### src/rtl/param_cacheline_adapter_pkg.sv
// Shared types for the cache-line / burst-memory adapter.
//   state_t : controller state (IDLE, WRITE, READ, DONE)
//   op_t    : operation latched at request acceptance
//   op_decode() maps the read/write request pair onto an op_t.
package cla_pkg;

    typedef enum logic [1:0] {
        IDLE  = 2'd0,
        WRITE = 2'd1,
        READ  = 2'd2,
        DONE  = 2'd3
    } state_t;

    typedef enum logic [1:0] {
        NONE  = 2'd0,
        WR    = 2'd1,
        RD    = 2'd2,
        WB_RD = 2'd3
    } op_t;

    function automatic op_t op_decode(input logic rd, input logic wr);
        op_t op;
        case ({rd, wr})
            2'b01:   op = WR;
            2'b10:   op = RD;
            2'b11:   op = WB_RD;
            default: op = NONE;
        endcase
        return op;
    endfunction

endpackage

### src/rtl/param_cacheline_adapter_if.sv
// Bus bundle between the adapter, the last-level cache and burst memory.
//   Cache side : line_i, address_i, wb_address_i, read_i, write_i -> adapter
//                line_o, resp_o, busy_o                            <- adapter
//   Memory side: burst_i, resp_i                                   -> adapter
//                burst_o, address_o, read_o, write_o               <- adapter
//   slave  : the adapter's view
//   master : the environment's view (cache plus memory)
interface param_cacheline_adapter_if #(
    parameter int LINE_WIDTH  = 256,
    parameter int BURST_WIDTH = 64,
    parameter int ADDR_WIDTH  = 32
);
    // cache side
    logic [LINE_WIDTH-1:0]  line_i;
    logic [ADDR_WIDTH-1:0]  address_i;
    logic [ADDR_WIDTH-1:0]  wb_address_i;
    logic                   read_i;
    logic                   write_i;
    logic [LINE_WIDTH-1:0]  line_o;
    logic                   resp_o;
    logic                   busy_o;
    // memory side
    logic [BURST_WIDTH-1:0] burst_i;
    logic [BURST_WIDTH-1:0] burst_o;
    logic [ADDR_WIDTH-1:0]  address_o;
    logic                   read_o;
    logic                   write_o;
    logic                   resp_i;

    modport slave (
        input  line_i, address_i, wb_address_i, read_i, write_i,
        output line_o, resp_o, busy_o,
        input  burst_i, resp_i,
        output burst_o, address_o, read_o, write_o
    );

    modport master (
        output line_i, address_i, wb_address_i, read_i, write_i,
        input  line_o, resp_o, busy_o,
        output burst_i, resp_i,
        input  burst_o, address_o, read_o, write_o
    );

endinterface

### src/rtl/param_cacheline_adapter.sv
// Adapter between the last-level cache (one whole line per request) and burst
// memory (BURST_WIDTH bits per beat). A line moves as BEATS beats, least
// significant beat first. read_i & write_i together performs a write-back of the
// latched line followed by a fill, answered by a single resp_o pulse.
// Ports:
//   clk  : clock, all state changes on posedge
//   rst  : synchronous active-high reset
//   bus  : param_cacheline_adapter_if.slave (cache request/response + memory burst bus)
module param_cacheline_adapter
    import cla_pkg::*;
#(
    parameter int LINE_WIDTH  = 256,
    parameter int BURST_WIDTH = 64,
    parameter int ADDR_WIDTH  = 32
) (
    input  logic                     clk,
    input  logic                     rst,
    param_cacheline_adapter_if.slave bus
);

    localparam int BEATS  = LINE_WIDTH / BURST_WIDTH;
    localparam int CNT_W  = (BEATS > 1) ? $clog2(BEATS) : 1;
    localparam int OFFSET = $clog2(LINE_WIDTH / 8);
    localparam logic [CNT_W-1:0] LAST_BEAT = CNT_W'(BEATS - 1);

    // Parameter legality, checked at elaboration.
    if (LINE_WIDTH % BURST_WIDTH != 0) begin : g_chk_div
        $error("LINE_WIDTH must be a multiple of BURST_WIDTH");
    end
    if (BEATS < 2) begin : g_chk_beats
        $error("LINE_WIDTH/BURST_WIDTH must be at least 2");
    end
    if (LINE_WIDTH % 8 != 0) begin : g_chk_bytes
        $error("LINE_WIDTH must be a whole number of bytes");
    end
    if (OFFSET < 1 || OFFSET >= ADDR_WIDTH) begin : g_chk_offset
        $error("line offset must fit inside ADDR_WIDTH");
    end

    // Addresses are stored already line-aligned so the output mux needs no masking.
    function automatic logic [ADDR_WIDTH-1:0] align(input logic [ADDR_WIDTH-1:0] a);
        return {a[ADDR_WIDTH-1:OFFSET], {OFFSET{1'b0}}};
    endfunction

    state_t                            state_q, state_d;
    op_t                               op_q, op_d;
    logic [CNT_W-1:0]                  beat_q, beat_d;
    logic [ADDR_WIDTH-1:0]             rd_addr_q, wb_addr_q;
    logic [BEATS-1:0][BURST_WIDTH-1:0] buf_q;
    logic                              accept;
    logic                              fill;
    logic                              last_beat;

    assign last_beat = (beat_q == LAST_BEAT);

    // Next state and all outputs. Outputs depend only on registered state, so
    // a stalled memory (resp_i low) sees them held unchanged.
    always_comb begin
        state_d       = state_q;
        op_d          = op_q;
        beat_d        = beat_q;
        accept        = 1'b0;
        fill          = 1'b0;
        bus.line_o    = '0;
        bus.resp_o    = 1'b0;
        bus.busy_o    = (state_q != IDLE);
        bus.burst_o   = '0;
        bus.address_o = '0;
        bus.read_o    = 1'b0;
        bus.write_o   = 1'b0;

        case (state_q)
            IDLE: begin
                if (bus.read_i || bus.write_i) begin
                    accept  = 1'b1;
                    op_d    = op_decode(bus.read_i, bus.write_i);
                    beat_d  = '0;
                    // Any write (plain or write-back) starts with the WRITE phase.
                    state_d = bus.write_i ? WRITE : READ;
                end
            end

            WRITE: begin
                bus.write_o   = 1'b1;
                bus.address_o = wb_addr_q;
                bus.burst_o   = buf_q[beat_q];
                if (bus.resp_i) begin
                    if (last_beat) begin
                        beat_d  = '0;
                        // Write-back flows straight into the fill, no idle cycle.
                        state_d = (op_q == WB_RD) ? READ : DONE;
                    end else begin
                        beat_d = beat_q + 1'b1;
                    end
                end
            end

            READ: begin
                bus.read_o    = 1'b1;
                bus.address_o = rd_addr_q;
                if (bus.resp_i) begin
                    fill = 1'b1;
                    if (last_beat) begin
                        beat_d  = '0;
                        state_d = DONE;
                    end else begin
                        beat_d = beat_q + 1'b1;
                    end
                end
            end

            DONE: begin
                // A plain write hands back the line it wrote.
                bus.resp_o = 1'b1;
                bus.line_o = buf_q;
                op_d       = NONE;
                state_d    = IDLE;
            end

            default: begin
                state_d = IDLE;
            end
        endcase
    end

    always_ff @(posedge clk) begin
        if (rst) begin
            state_q <= IDLE;
            op_q    <= NONE;
            beat_q  <= '0;
        end else begin
            state_q <= state_d;
            op_q    <= op_d;
            beat_q  <= beat_d;
        end
    end

    // Datapath needs no reset: contents are only observed after a fresh acceptance.
    always_ff @(posedge clk) begin
        if (accept) begin
            buf_q     <= bus.line_i;
            rd_addr_q <= align(bus.address_i);
            wb_addr_q <= align((bus.read_i && bus.write_i) ? bus.wb_address_i : bus.address_i);
        end else if (fill) begin
            buf_q[beat_q] <= bus.burst_i;
        end
    end

endmodule
### src/flat_wrapper.sv
// flat-port wrapper written by rule: the top's interface ports become plain ports
module param_cacheline_adapter_flat import cla_pkg::*;
#(
    parameter int LINE_WIDTH  = 256,
    parameter int BURST_WIDTH = 64,
    parameter int ADDR_WIDTH  = 32
)
  (clk, rst, bus_line_i, bus_address_i, bus_wb_address_i, bus_read_i, bus_write_i, bus_line_o, bus_resp_o, bus_busy_o, bus_burst_i, bus_resp_i, bus_burst_o, bus_address_o, bus_read_o, bus_write_o);
  param_cacheline_adapter_if #(.LINE_WIDTH(LINE_WIDTH), .BURST_WIDTH(BURST_WIDTH), .ADDR_WIDTH(ADDR_WIDTH)) bus_i ();
  input  logic clk;
  input  logic rst;
  input wire logic [$bits(bus_i.line_i)-1:0] bus_line_i;
  input wire logic [$bits(bus_i.address_i)-1:0] bus_address_i;
  input wire logic [$bits(bus_i.wb_address_i)-1:0] bus_wb_address_i;
  input wire logic [$bits(bus_i.read_i)-1:0] bus_read_i;
  input wire logic [$bits(bus_i.write_i)-1:0] bus_write_i;
  output wire logic [$bits(bus_i.line_o)-1:0] bus_line_o;
  output wire logic [$bits(bus_i.resp_o)-1:0] bus_resp_o;
  output wire logic [$bits(bus_i.busy_o)-1:0] bus_busy_o;
  input wire logic [$bits(bus_i.burst_i)-1:0] bus_burst_i;
  input wire logic [$bits(bus_i.resp_i)-1:0] bus_resp_i;
  output wire logic [$bits(bus_i.burst_o)-1:0] bus_burst_o;
  output wire logic [$bits(bus_i.address_o)-1:0] bus_address_o;
  output wire logic [$bits(bus_i.read_o)-1:0] bus_read_o;
  output wire logic [$bits(bus_i.write_o)-1:0] bus_write_o;
  assign bus_i.line_i = bus_line_i;
  assign bus_i.address_i = bus_address_i;
  assign bus_i.wb_address_i = bus_wb_address_i;
  assign bus_i.read_i = bus_read_i;
  assign bus_i.write_i = bus_write_i;
  assign bus_line_o = bus_i.line_o;
  assign bus_resp_o = bus_i.resp_o;
  assign bus_busy_o = bus_i.busy_o;
  assign bus_i.burst_i = bus_burst_i;
  assign bus_i.resp_i = bus_resp_i;
  assign bus_burst_o = bus_i.burst_o;
  assign bus_address_o = bus_i.address_o;
  assign bus_read_o = bus_i.read_o;
  assign bus_write_o = bus_i.write_o;
  param_cacheline_adapter #(.LINE_WIDTH(LINE_WIDTH), .BURST_WIDTH(BURST_WIDTH), .ADDR_WIDTH(ADDR_WIDTH)) u_core (.clk(clk), .rst(rst), .bus(bus_i));
endmodule
### config.mk
export PLATFORM = sky130hd
export DESIGN_NAME = param_cacheline_adapter_flat
export DESIGN_NICKNAME = d
export VERILOG_FILES = /design/src/rtl/param_cacheline_adapter_pkg.sv /design/src/rtl/param_cacheline_adapter_if.sv /design/src/rtl/param_cacheline_adapter.sv /design/src/flat_wrapper.sv
export SDC_FILE = /design/constraint.sdc
export NUM_CORES = 1
export LEC_CHECK = 0
export ABC_AREA = 1
export BUFFER_PORTS_ARGS = -buffer_cell sky130_fd_sc_hd__buf_4
export CORE_AREA = 2 2 294 296
export DETAILED_ROUTE_END_ITERATION = 8
export DIE_AREA = 0 0 296 298
export SLEW_MARGIN = 5
export SYNTH_ARGS = -nofsm -noshare
export SYNTH_HDL_FRONTEND = slang
export SYNTH_SLANG_ARGS = --single-unit
### constraint.sdc
create_clock -name clk -period 5.95 [get_ports clk]
set_input_delay 0.8925 -clock clk [delete_from_list [all_inputs] [get_ports clk]]
set_output_delay 0.8925 -clock clk [all_outputs]
set_load 0.01 [all_outputs]
==> results.yml <==
placement:
  port_buffers: 729
  place_area_sq_um: 24800
  dp_slack_ns: 2.36
  dpl.cell_count: 4130
  place.gp.congestion: 0.866
  place_hpwl_mm: 60.3
timing:
  fin_crit_ns: 4.09
  tightest_slew_ns: 1.12
  slew_violations: 0
  relSlewSlack_pct: 25.2
  fin_crit_sh_pct: 68.8
  finalHoldViolCount: 0
  grt_setup_unrepaired: "false"
  tns_ns: 0
  fin_worst_skew_ns: 0.0122
  setup_viol: 0
  setup_ws_ns: 1.86
  fmax_ghz: 0.244
logic_synthesis:
  synth.cell_area_sq_um: 18400
  synth_most_common_cell: "nand2_1"
  yosysUniqueCellTypes: 21
  async_flop_share_pct: 0
  synthTopCellsByArea: "edfxtp_1, nand2_1, nand3_1"
  synth_largest_area_cell: "edfxtp_1"
  netlist_top_cells_count: "nand2_1, edfxtp_1, inv_1, nand3_1, nor2_1"
  synth_edf_count: 310
  seq_area_frac_synth_pct: 51.3
  synth_area_per_cell_sq_um: 7.64
  synth_seq_cells: 316
  synth.yosys.warnings: 0
  synth_ff_type: "edfxtp_1"
  yosysTopAreaCellShare_pct: 50.7
  synthCells: 2404
routing:
  vias: 19000
  routed_wirelength_mm: 88.1
  first_pass_iters: 5
  drc_errors: 0
  antenna_left: 0
  viasPerCell: 4.53
  drt-initial-drc-count: 1442
  wl_per_cell_um: 21.0
clock_network:
  tritoncts: "done"
  clk_latency_ns: 0.56
  cts_buffer_depth: 3
  root_buffer: "clkbuf_16"
  cts_buffers: 41
  clock-sinks: 316
  ctsResizeCount: 0
  postCtsHoldBufs: 0
  clk_pin_slew_ns: 0.06
  cts_htree_levels: 2
  cts_setup_buffers: 0
final_layout:
  final_nets: 3429
  final_cell_count_no_fill: 4200
  fillers: 9238
  area_delta_synth_final_pct: 41.8
  antenna_cells: 0
  drive_gt1_share_pct: 27.9
  final_area_sq_um: 26100
  final_core_utilization_pct: 30.7
global_route:
  grt_pass1_vias: 18500
  grt_max_degree: 147
  grt_usage_pct: 18.9
  grt_pass1_wl_mm: 123
  gr-total-overflow: 0
  antenna_found_initial: 4
floorplanning:
  start_util_pct: 21.7
  rows: 107
  die_x_um: 296
  die_area_sq_um: 88200
  io_pins: 745
  die_y_um: 298
  fp.coreArea_sq_um: 84900
critical_path:
  required_ns: 5.06
  arrival_ns: 3.20
  start_kind: "flip-flop"
  endpoint_kind: "output pin"
  critical_path_class: "reg2out"
  path_max_fanout: 44
pwr:
  p_leak_nw: 13.5
  ir_drop_mv: 0.595
  p_per_area_nw_per_um2: 502
status:
  status: "finished, final reports clean"
flow_run:
  cap_violations: 0
hold_path:
  hp-class: "reg2reg"
[worst max-delay path, stage by stage, from the launching register on]
cell,delay [ns]
dfxtp_4,0.64
buf_4,0.46
buf_4,0.56
nor2_1,0.11
nor2_1,0.10
o21ai_0,0.29
a21oi_1,0.27
buf_4,0.15
[final cells by class]
| class | count | area (sq um) | area share, % |
|---|---|---|---|
| tap | 1144 | 1430 | 5.49 |
| timing repair buffer | 756 | 5730 | 22.0 |
| sequential | 316 | 9440 | 36.2 |
| clock buffer | 50 | 1100 | 4.23 |
| multi-input combinational | 1640 | 7180 | 27.5 |
| clock inverter | 20 | 131 | 0.504 |
| inverter | 274 | 1050 | 4.02 |
[sequential cells by signal, summed over array words and instances (netlist names)]
name	flops
u_core.buf_q	256
u_core.rd_addr_q	27
u_core.wb_addr_q	27
u_core.beat_q	2
u_core.op_q	2
u_core.state_q	2
[cells by family (layout without fill, tap and decap cells)]
group | Yosys count | in the layout | synth area share [%]
DFF | 316 | 316 | 51.3
AOI/OAI and AO/OA | 233 | 233 | 6.46
and+or+nand+nor | 1364 | 1364 | 29.7
other | 1 | 5 | 0.0204
buffers and inverters | 452 | 1100 | 10.1
muxes | 27 | 27 | 1.65
adders and majority gates | 11 | 11 | 0.749
[stage by stage]
stage	hold WS (ns)	power, W
after global placement	0.485	0.0107
after detailed placement	0.511	0.0107
after global routing	0.479	0.0138
after CTS	0.476	0.0132
after floorplan	0.469	0.00788
final	0.511	0.0131
[metal layers]
| metal | vias to the layer above | global-route usage (%) | routed length (um) |
|---|---|---|---|
| li1 | 8901 | - | - |
| met1 | 9032 | 22.6 | 34100 |
| met2 | 924 | 33.0 | 43100 |
| met3 | 159 | 4.33 | 7790 |
| met4 | 4 | 6.71 | 3110 |
| met5 | - | 0 | 30 |
[path summary, 6_finish.rpt]
| check | depth (start not counted) | slack [ns] | end | startpoint |
|---|---|---|---|---|
| worst min-delay path | 2 | 0.51 | u_core.op_q[1] | u_core.op_q[1] |
| worst max-delay path | 7 | 1.86 | bus_burst_o[3] | u_core.beat_q[0] |
| worst min register to register | 2 | 0.51 | u_core.op_q[1] | u_core.op_q[1] |
| worst max register to register | 5 | 2.35 | u_core.buf_q[193] | u_core.beat_q[0] |
[report_power, final]
part / internal (W) / leakage (nW) / switching, W / total, W
clock: 0.00136 / 0.605 / 0.00104 / 0.00240
sequential: 0.00393 / 3.06 / 0.000506 / 0.00444
combinational: 0.00176 / 9.88 / 0.00447 / 0.00624
total: 0.00705 / 13.5 / 0.00602 / 0.0131
[placed cells by master (no fill, tap or decap), drive strengths merged]
cell    instances
nand2         839
buf           756
edfxtp        310
inv           276
nor2          262
nand3         262
o21ai         132
a21oi          97
clkbuf         50
mux2           27
clkinv         17
ha             11
dfxtp           6
conb            5
o21a            2
o211ai          2
nor3            1
bufinv          1
Note: power is estimated with default switching activity, not from simulation.
